[src/rtl/mem_pkg.sv]
// rtl/mem_pkg.sv - shared command codes, FSM states and default widths for mem_arbiter
package mem_pkg;

    localparam int DEFAULT_AW = 9;
    localparam int DEFAULT_DW = 16;

    localparam logic [1:0] MNONE  = 2'b00;
    localparam logic [1:0] MREAD  = 2'b01;
    localparam logic [1:0] MWRITE = 2'b10;

    typedef enum logic [1:0] {
        IDLE   = 2'd0,
        ACCESS = 2'd1,
        RDRESP = 2'd2
    } state_t;

    // 2'b11 is not a command; it is treated the same as MNONE.
    function automatic logic is_cmd(input logic [1:0] cmd);
        return (cmd == MREAD) || (cmd == MWRITE);
    endfunction

endpackage

[src/rtl/rr_pick.sv]
// rtl/rr_pick.sv - two-way round-robin winner selection
// Ports:
//   req0, req1  - valid command present on port 0 / port 1
//   last_grant  - port granted by the previous transaction
//   grant       - winning port id (only meaningful when req0 | req1)
module rr_pick (
    input  logic req0,
    input  logic req1,
    input  logic last_grant,
    output logic grant
);

    // On a tie the port that did not win last time is chosen; otherwise the
    // sole requester wins.
    assign grant = (req0 && req1) ? ~last_grant : req1;

endmodule

[src/rtl/mem_arbiter.sv]
// rtl/mem_arbiter.sv - two-port arbiter in front of a single synchronous-read RAM
// Ports:
//   clk, reset                    - clock, synchronous active-high reset
//   mX_cmd/mX_addr/mX_wdata       - requester command, address, write data
//   mX_ack                        - pulse in the cycle the request is issued to RAM
//   mX_rdata/mX_rvalid            - per-port read data and its one-cycle valid
//   ram_addr/ram_wdata/ram_write  - RAM request (write enable only in ACCESS)
//   ram_rdata                     - RAM read data, one cycle after the address
//   busy                          - high whenever the FSM is not IDLE
module mem_arbiter
    import mem_pkg::*;
#(
    parameter int AW = DEFAULT_AW,
    parameter int DW = DEFAULT_DW
) (
    input  logic          clk,
    input  logic          reset,
    input  logic [1:0]    m0_cmd,
    input  logic [AW-1:0] m0_addr,
    input  logic [DW-1:0] m0_wdata,
    input  logic [1:0]    m1_cmd,
    input  logic [AW-1:0] m1_addr,
    input  logic [DW-1:0] m1_wdata,
    output logic          m0_ack,
    output logic          m1_ack,
    output logic [DW-1:0] m0_rdata,
    output logic [DW-1:0] m1_rdata,
    output logic          m0_rvalid,
    output logic          m1_rvalid,
    output logic [AW-1:0] ram_addr,
    output logic [DW-1:0] ram_wdata,
    output logic          ram_write,
    input  logic [DW-1:0] ram_rdata,
    output logic          busy
);

    state_t        r_state;
    state_t        w_next;
    logic          r_id;
    logic [1:0]    r_cmd;
    logic [AW-1:0] r_addr;
    logic [DW-1:0] r_wdata;
    logic          r_last_grant;
    logic [DW-1:0] r_rdata0;
    logic [DW-1:0] r_rdata1;

    logic w_req0;
    logic w_req1;
    logic w_any;
    logic w_pick;
    logic w_access;
    logic w_rdresp;

    assign w_req0 = is_cmd(m0_cmd);
    assign w_req1 = is_cmd(m1_cmd);
    assign w_any  = w_req0 | w_req1;

    rr_pick u_rr_pick (
        .req0       (w_req0),
        .req1       (w_req1),
        .last_grant (r_last_grant),
        .grant      (w_pick)
    );

    always_comb begin
        w_next = r_state;
        case (r_state)
            IDLE:    w_next = w_any ? ACCESS : IDLE;
            ACCESS:  w_next = (r_cmd == MWRITE) ? IDLE : RDRESP;
            RDRESP:  w_next = IDLE;
            default: w_next = IDLE;
        endcase
    end

    always_ff @(posedge clk) begin
        if (reset) begin
            r_state      <= IDLE;
            r_id         <= 1'b0;
            r_cmd        <= MNONE;
            r_addr       <= '0;
            r_wdata      <= '0;
            r_last_grant <= 1'b1;
            r_rdata0     <= '0;
            r_rdata1     <= '0;
        end else begin
            r_state <= w_next;
            if (r_state == IDLE && w_any) begin
                r_id    <= w_pick;
                r_cmd   <= w_pick ? m1_cmd   : m0_cmd;
                r_addr  <= w_pick ? m1_addr  : m0_addr;
                r_wdata <= w_pick ? m1_wdata : m0_wdata;
            end
            if (w_access) begin
                r_last_grant <= r_id;
            end
            if (m0_rvalid) begin
                r_rdata0 <= ram_rdata;
            end
            if (m1_rvalid) begin
                r_rdata1 <= ram_rdata;
            end
        end
    end

    assign w_access = (r_state == ACCESS);
    assign w_rdresp = (r_state == RDRESP);

    assign m0_ack    = w_access & ~r_id;
    assign m1_ack    = w_access &  r_id;
    assign m0_rvalid = w_rdresp & ~r_id;
    assign m1_rvalid = w_rdresp &  r_id;

    // RAM data only arrives in RDRESP, so the winner's port bypasses its
    // register that cycle to present the data alongside rvalid; the register
    // captures it at the same edge and holds it afterwards.
    assign m0_rdata = m0_rvalid ? ram_rdata : r_rdata0;
    assign m1_rdata = m1_rvalid ? ram_rdata : r_rdata1;

    assign ram_addr  = r_addr;
    assign ram_wdata = r_wdata;
    assign ram_write = w_access && (r_cmd == MWRITE);
    assign busy      = (r_state != IDLE);

endmodule

[config.mk]
export PLATFORM = sky130hd
export DESIGN_NAME = mem_arbiter
export DESIGN_NICKNAME = d
export VERILOG_FILES = /design/src/rtl/mem_pkg.sv /design/src/rtl/rr_pick.sv /design/src/rtl/mem_arbiter.sv
export SDC_FILE = /design/constraint.sdc
export NUM_CORES = 1
export LEC_CHECK = 0
export CORE_MARGIN = 8
export CORE_UTILIZATION = 40
export DETAILED_ROUTE_END_ITERATION = 10
export PLACE_DENSITY_LB_ADDON = 0.3
export SLEW_MARGIN = 20
export SYNTH_ARGS = -nofsm -noshare
export SYNTH_HDL_FRONTEND = slang
export SYNTH_SLANG_ARGS = --single-unit
export TNS_END_PERCENT = 5
[constraint.sdc]
create_clock -name clk -period 2.96 [get_ports clk]
set_clock_uncertainty 0.15 [all_clocks]
set_input_delay 0.444 -clock clk [delete_from_list [all_inputs] [get_ports clk]]
set_output_delay 0.444 -clock clk [all_outputs]
set_load 0.01 [all_outputs]
==> results.cfg, run 1 <==
[status]
status = finished clean

[power]
power_frac_comb_pct = 26.9
p_leak_uw = 0.00176
sw_frac_of_total_pct = 26.2
p_sw_uw = 651
p_int_uw = 1830
p_clk_share_pct = 34.1
seqPwrFrac_pct = 39.1
peakVddDrop_mv = 0.315
power_density_nw_per_um2 = 559

[logic_synthesis]
synth_area_sq_um = 2840
ys_seq_area_share_pct = 44.5
yosysUniqueCellTypes = 32
ys_ff_latch = 63
ys.warnings.count = 0
postSynthCellCount = 279
synth_area_leaders = dfxtp_1 (44%), a311oi_2 (11%), mux2_2 (8.3%)
synth_area_leader_cell = dfxtp_1
synth_top_area_share_pct = 44.5
syn-num-nets = 351
synth.avg_cell_area_sq_um = 10.2

[cts]
path_clk_slew_ns = 0.07
cts_root_buffer = clkbuf_8
cts_tree = built
cts_hold_buffers = 0
clock-sinks = 63
clock_path_buffers = 2
insertion_delay_ns = 0.32
htreeDepth = 3
cts_buffers = 9
cts_setup_buffers = 0
cts_resized = 0

[floorplan]
initial_core_util_pct = 41.5
fp.dieH_um = 100
rows = 30
die_x_um = 100
dieArea_sq_um = 10000
io_pins = 135
core_sq_um = 6830

[drt]
num_vias = 2383
wirelength_um = 7350
drt_first_pass_iters = 4
wl_per_cell_um = 14.4
postRouteAntennaNets = 0
drt-initial-drc-count = 31
vias_per_cell = 4.68
route.detailed.drc = 0

[flow_run]
max_cap_violations = 0

[worst_hold_path]
hold_class = flop to flop
hp-start = ram_wdata[2]

[worst_setup_path]
crit_path_cell_trace = nand3b_2, mux2_1, clkdlybuf4s50_1
cp.required_ns = 2.37
critPathArrivalTime_ns = 2.15
crit_path_end_kind = output port
cp_max_fo = 17
r2r_start = r_state[0]
crit_slowest_cell = nand3b_2
crit_path_start_kind = flop
critPathBufInv = 1
setup.worst_path.class = flop to output port
crit_start = r_state[0]
cpLargestDelayFamily = simple AND/OR/NAND/NOR gates
max_stage_delay_ns = 0.51

[place]
hpwl_um = 5460
io_buffers = 134
place_congestion = 0.746
preCtsSetupSlack_ns = 0.543

[sta]
period_minus_slack_ns = 2.75
hold_violations = 0
fin_ws_ns = 0.213
fmax_mhz = 364
fin_tns_setup_ns = 0
worstMarginPinSlew_ns = 0.728
setup_violations = 0
relSlewSlack_pct = 51.5
rsz0062_at_grt = false
slew_viol_final = 0
timing.final.crit_share_pct = 92.8

[final_layout]
antennaDiodeCount = 0
drive_gt1_share_pct = 16.7
area_growth_syn_to_layout_pct = 56.6
layout.nets = 481
final_core_util_pct = 65.0

[global_routing]
grt_overflow = 0
grt_start_max_net_pins = 57
grt_pass1_vias = 2515
antenna_found_initial = 0
grt_pass1_wl_um = 11900
gr-usage-all-layers_pct = 14.7
[through the flow]
stage	hold WS (ns)	power, uW	cells	cell area [sq um]
final	0.348	2480	509	4440
after global routing	0.367	2610	509	4440
after CTS	0.353	2520	509	4440
after detailed placement	0.343	1660	494	4210
after global placement	0.335	1650	494	4210
after floorplan	0.346	1360	279	2840
[logic make-up (layout without fill, tap and decap cells)]
| logic type | after synthesis | count (layout) | share of synthesized area (%) |
|---|---|---|---|
| AO/OA/AOI/OAI | 35 | 35 | 15.5 |
| buffers and inverters | 24 | 158 | 5.65 |
| multiplexers | 33 | 33 | 13.1 |
| flip-flops | 63 | 63 | 44.5 |
| XOR/XNOR | 2 | 2 | 0.883 |
| AND/OR/NAND/NOR | 122 | 122 | 20.4 |
[cells in the final DEF (no fill, tap or decap), drive strengths merged, types with 2 or more instances in the layout]
cell / Yosys / final
clkbuf: 6 / 12
nor2b: 35 / 35
buf: 14 / 6
a311oi: 25 / 25
mux2: 32 / 32
clkdlybuf4s50: 0 / 133
dfxtp: 63 / 63
nand2: 50 / 50
inv: 4 / 4
a211oi: 2 / 2
nor2: 31 / 31
xor2: 2 / 2
bufinv: 0 / 2
[cell type report]
class	instances	area (sq um)
multi-input combinational	192	1410
sequential	63	1260
clock inverter	3	65.1
timing repair buffer	139	1400
fill	597	2390
tap	96	120
clock buffer	12	165
inverter	4	15.0
[flip-flops by register name (all words and copies together), names as in the netlist]
name / flops
r_rdata0: 16
ram_addr: 9
r_id: 1
r_last_grant: 1
r_rdata1: 16
r_state: 2
r_cmd: 2
ram_wdata: 16
[metal layers]
| layer | GRT usage [%] | share of wire (%) |
|---|---|---|
| met3 | 7.20 | 11 |
| met5 | 0 | 0 |
| met2 | 22.5 | 44 |
| met1 | 17.6 | 44 |
| met4 | 4.88 | 0.60 |
[synthesized netlist by cell type, drive strengths merged]
| master | instances |
|---|---|
| a211o | 1 |
| a211oi | 2 |
| a21bo | 1 |
| a21boi | 1 |
| a21o | 1 |
| a21oi | 1 |
| a311oi | 25 |
| and2b | 1 |
| buf | 14 |
| clkbuf | 6 |
| dfxtp | 63 |
| inv | 4 |
| mux2 | 32 |
| mux2i | 1 |
| nand2 | 50 |
| nand2b | 1 |
| nand3b | 1 |
| nor2 | 31 |
| nor2b | 35 |
| nor3 | 1 |
| nor3b | 1 |
| o21a | 1 |
| o21ai | 1 |
| o22ai | 1 |
| or2b | 1 |
| xor2 | 2 |
[path summary, 6_finish.rpt]
kind                        to  slack [ns]  cells past startpoint
setup / recovery   m1_rdata[6]        0.21                      3
hold / removal    ram_wdata[2]        0.35                      2
setup reg to reg   r_rdata1[6]        1.22                      3
hold reg to reg   ram_wdata[2]        0.35                      2
[worst min-delay path, cell delays in order, from the launching register on]
cell,delay (ns)
dfxtp_1,0.31
nor2_1,0.09
a311oi_1,0.05
[power by group through the flow]
stage          logic [uW]  clock network [uW]  registers [uW]
3_3_place_gp          671                   0             984
3_5_place_dp          675                   0             989
6_report              668                 846             970
4_1_cts               678                 875             970
5_1_grt               726                 906             981
2_1_floorplan         347                   0            1010
Power figures use the tool's default switching activity.
==> run 2, diff against run 1 <==
- PLACE_DENSITY: default -> 0.79
- PLACE_DENSITY_LB_ADDON: 0.3 -> default
==> run 2 against run 1 <==
Effect of this change:
- setup slack better by 0.0059 ns
- first-iteration DRC count rose to 2.6 times the previous value
- via count up 2.6%
- cell count is 0.39% higher
- global-route usage increased by 1.0 points
- non-clock buffer count increased by 1
- total power decreased by 1.6%
- critical path type unchanged
- largest cell class unchanged
- highest routed layer unchanged
==> results.cfg, run 2 (synthesis gave the netlist of run 1 again) <==
[cts]
cts_buffers = 9
htreeDepth = 3
cts_hold_buffers = 0
cts_resized = 0
insertion_delay_ns = 0.33
cts_setup_buffers = 0
clock-sinks = 63
clock_path_buffers = 2
cts_tree = built
cts_root_buffer = clkbuf_8
path_clk_slew_ns = 0.07

[drt]
route.detailed.drc = 0
postRouteAntennaNets = 0
vias_per_cell = 4.79
wirelength_um = 7810
drt-initial-drc-count = 81
num_vias = 2446
wl_per_cell_um = 15.3
drt_first_pass_iters = 4

[worst_setup_path]
setup.worst_path.class = flop to output port
crit_path_end_kind = output port
crit_slowest_cell = clkdlybuf4s50_1
crit_path_cell_trace = nand3b_2, mux2_1, clkdlybuf4s50_1
critPathArrivalTime_ns = 2.15
cp.required_ns = 2.37
critPathBufInv = 1
max_stage_delay_ns = 0.49
cp_max_fo = 17
cpLargestDelayFamily = buffers and inverters
crit_path_start_kind = flop

[global_routing]
gr-usage-all-layers_pct = 15.8
antenna_found_initial = 0
grt_overflow = 0
grt_pass1_vias = 2616
grt_pass1_wl_um = 12600
grt_start_max_net_pins = 57

[power]
power_density_nw_per_um2 = 553
power.total_uw = 2440
p_leak_uw = 0.00174
peakVddDrop_mv = 0.272

[floorplan]
initial_core_util_pct = 41.5
rows = 30
io_pins = 135
fp.dieH_um = 100
die_x_um = 100
dieArea_sq_um = 10000
core_sq_um = 6830

[sta]
relSlewSlack_pct = 68.6
period_minus_slack_ns = 2.74
slew_viol_final = 0
fin_tns_setup_ns = 0
setup_violations = 0
fin_ws_ns = 0.219
timing.final.crit_share_pct = 92.6
worstMarginPinSlew_ns = 0.468
rsz0062_at_grt = false
hold_violations = 0
fmax_mhz = 365
hold-worst-slack_ns = 0.356

[final_layout]
layout_common_cells = clkdlybuf4s50_1 (133), dfxtp_1 (63), nand2_1 (50)
layout.nets = 482
drive_gt1_share_pct = 16.9
area_growth_syn_to_layout_pct = 55.8
final.fill_count = 596
seq_area_sq_um = 1260
final_core_util_pct = 64.7
multi_input_area_sq_um = 1410
antennaDiodeCount = 0
final_common_cell = clkdlybuf4s50_1

[worst_hold_path]
hold_class = flop to flop

[place]
hpwl_um = 5870
place_congestion = 0.722
preCtsSetupSlack_ns = 0.540
io_buffers = 134

[flow_run]
max_cap_violations = 0

[status]
status = finished clean
[run 2: cell types whose count changed in the layout (fill, tap and decap cells not counted)]
cell        change
clkinvlp_4      +2
clkbuf_8        -3
buf_4           +2
clkinv_2        +1
buf_12          -1
clkbuf_1        +1
[run 2: path summary, 6_finish.rpt]
path,slack [ns],startpoint,end,cells after the start
worst max-delay path,0.22,r_id,m1_rdata[6],3
worst max register to register,1.22,r_id,r_rdata1[13],3
worst min-delay path,0.36,ram_wdata[0],ram_wdata[0],2
worst min register to register,0.36,ram_wdata[0],ram_wdata[0],2
[run 2: power by group]
part	total, uW	internal (uW)	switching, uW	leakage [uW]
Sequential	973	928	44.3	0.000516
Clock	797	471	326	0.000102
Combinational	674	364	310	0.00113
[run 2: layer usage]
layer / wire [um] / part of all wire (%) / GRT usage (%)
met3: 1010 / 13 / 8.58
met1: 3400 / 43 / 17.8
met4: 119 / 1.5 / 6.86
met2: 3290 / 42 / 23.9
met5: 0 / 0 / 0
[run 2: layout make-up]
class / count / share of cell area [%]
clock inverter: 6 / 1.93
clock buffer: 10 / 2.89
sequential: 63 / 28.6
tap: 96 / 2.72
inverter: 4 / 0.340
timing repair buffer: 140 / 31.6
multi-input combinational: 192 / 32.0
[run 2: per-stage QoR]
| step | instances | instance area, sq um |
|---|---|---|
| 3_5_place_dp | 495 | 4200 |
| 4_1_cts | 511 | 4420 |
| 3_3_place_gp | 495 | 4200 |
| 6_report | 511 | 4420 |
| 5_1_grt | 511 | 4420 |
| 2_1_floorplan | 279 | 2840 |
[run 2: worst min-delay path, cell delays in order, from the launching register on]
cell      delay, ns
dfxtp_1        0.32
nor2_1         0.10
a311oi_1       0.05
==> RTL change (settings of run 1) <==
Encoding of `state_t`: now one-hot (3 bits for 3 states).
--- a/src/rtl/mem_pkg.sv
+++ b/src/rtl/mem_pkg.sv
@@ -8,10 +8,10 @@
     localparam logic [1:0] MREAD  = 2'b01;
     localparam logic [1:0] MWRITE = 2'b10;
 
-    typedef enum logic [1:0] {
-        IDLE   = 2'd0,
-        ACCESS = 2'd1,
-        RDRESP = 2'd2
+    typedef enum logic [2:0] {
+        IDLE   = 3'b001,
+        ACCESS = 3'b010,
+        RDRESP = 3'b100
     } state_t;
 
     // 2'b11 is not a command; it is treated the same as MNONE.
Formal check against the unedited RTL: same outputs for any inputs over 10 cycles, from zero or initial values and one cycle with reset high; not proved beyond that.
==> RTL change against run 1 <==
Wire length rose by 5.1%. Setup slack got worse by 0.091 ns. Final area rose by 1.3%. Largest cell class unchanged. Highest routed layer unchanged. Register-to-register slack got worse by 0.27 ns. Total power fell by 0.91%. Synthesized area rose by 0.84%. Critical path depth did not move. Sequential cell count rose by 1.
==> RTL change: results (changes against run 1) <==
outcome:
  status: "finished clean"  # unchanged
logic_synthesis:
  syn-num-nets: 353  # was 351
  synth-seq-area-share_pct: 44.8  # was 44.5%
  synthMuxAreaShare_pct: 13.0  # was 13.1%
  synth_common_cells: "64 x dfxtp_1, 51 x nand2_1, 33 x nor2b_1, 32 x mux2_2, 29 x nor2_1"  # was 63 x dfxtp_1, 50 x nand2_1, 35 x nor2b_1, 31 x nor2_1, 21 x mux2_2
  synth.distinct_cells: 35  # was 32
  synth_compound_area_share_pct: 15.5  # about the same
  ys_top_cells_by_area: "dfxtp_1 45%, mux2_2 13%, a311oi_2 12%"  # was dfxtp_1 44%, a311oi_2 11%, mux2_2 8.3%
layout:
  ff_latch_area_um2: 1280  # was 1260 um2
  clock_cell_area_share_pct: 5.17  # was 5.19%
  seq_cell_count: 64  # was 63
  fillers: 609  # was 597
  signal_buffers: 141  # was 139
  multi_input_comb_cells: 195  # was 192
  drive_gt1_share_pct: 20.3  # was 16.7%
  layout.nonclk_buf_share_pct: 31.2  # was 31.5%
  multi_input_area_share_pct: 32.3  # was 31.8%
global_routing:
  use_met1_pct: 17.1  # was 17.6%
  met2_usage_pct: 24.5  # was 22.5%
  grt_pass1_vias: 2611  # was 2515
  grt_usage_pct: 15.5  # was 14.7%
  grt_first_pass_wirelength_mm: 12.4  # was 11.9 mm
  grt_use_met3_pct: 7.32  # was 7.20%
  grt_max_degree: 44  # was 57
sta:
  tightest_slew_ns: 0.864  # was 0.728 ns
  fin_ws_ns: 0.122  # was 0.213 ns
min_path:
  holdPathEnd: "r_cmd[0]$_SDFFE_PP0P_"  # was ram_wdata[2]$_SDFFE_PP0P_
  hold_start: "r_cmd[0]$_SDFFE_PP0P_"  # was ram_wdata[2]$_SDFFE_PP0P_
placement:
  gp_congestion: 0.685  # was 0.746
  hpwl_mm: 5.78  # was 5.46 mm
  post-place-ws_ns: 0.442  # was 0.543 ns
power_and_ir_drop:
  p_int_mw: 1.81  # was 1.83 mW
  ir_worst_vdd_mv: 0.291  # was 0.315 mV
  clock_net_power_uw: 864  # was 846 uW
  seq_power_share_pct: 39.8  # was 39.1%
  p_leak_nw: 1.73  # was 1.76 nW
routing:
  wl_met2_mm: 3.38  # was 3.26 mm
  wl_per_cell_um: 14.9  # was 14.4 um
  via_per_inst: 4.75  # was 4.68
  drt_iter0_markers: 42  # was 31
critical_path:
  crit_path_start: "r_id$_SDFFE_PP0P_"  # was r_state[0]$_SDFF_PP0_
  ff2ff_path_depth: 5  # was 3
  r2r_start: "r_state[0]$_SDFF_PP1_"  # was r_state[0]$_SDFF_PP0_
  ff2ff_setup_slack_ns: 0.95  # was 1.22 ns
  cp.arrival_ns: 2.24  # was 2.15 ns
## RTL change: cell count changes after synthesis, moves of 3 or more
| cell | before | now |
|---|---|---|
| mux2_1 | 11 | 0 |
| mux2_2 | 21 | 32 |
| clkbuf_1 | 6 | 10 |
| buf_6 | 7 | 4 |
## RTL change: metrics by stage
| stage | cell area [um2] | cells | hold WS, ns | power (mW) | util, % |
|---|---|---|---|---|---|
| 2_1_floorplan | 2860 | 281 | 0.309 | 1.34 | - |
| 4_1_cts | 4500 | 517 | 0.354 | 2.49 | 63.4 |
| 3_3_place_gp | 4270 | 501 | 0.325 | 1.61 | 60.1 |
| 5_1_grt | 4500 | 517 | 0.381 | 2.59 | 63.4 |
| 6_report | 4500 | 517 | 0.347 | 2.46 | 63.4 |
| 3_5_place_dp | 4270 | 501 | 0.342 | 1.62 | 60.1 |
## RTL change: critical path, cell delays in order, from the launching register on
cell and delay (ns):
dfxtp_1 0.43, and4bb_2 0.59, mux2_2 0.40, clkdlybuf4s50_1 0.49
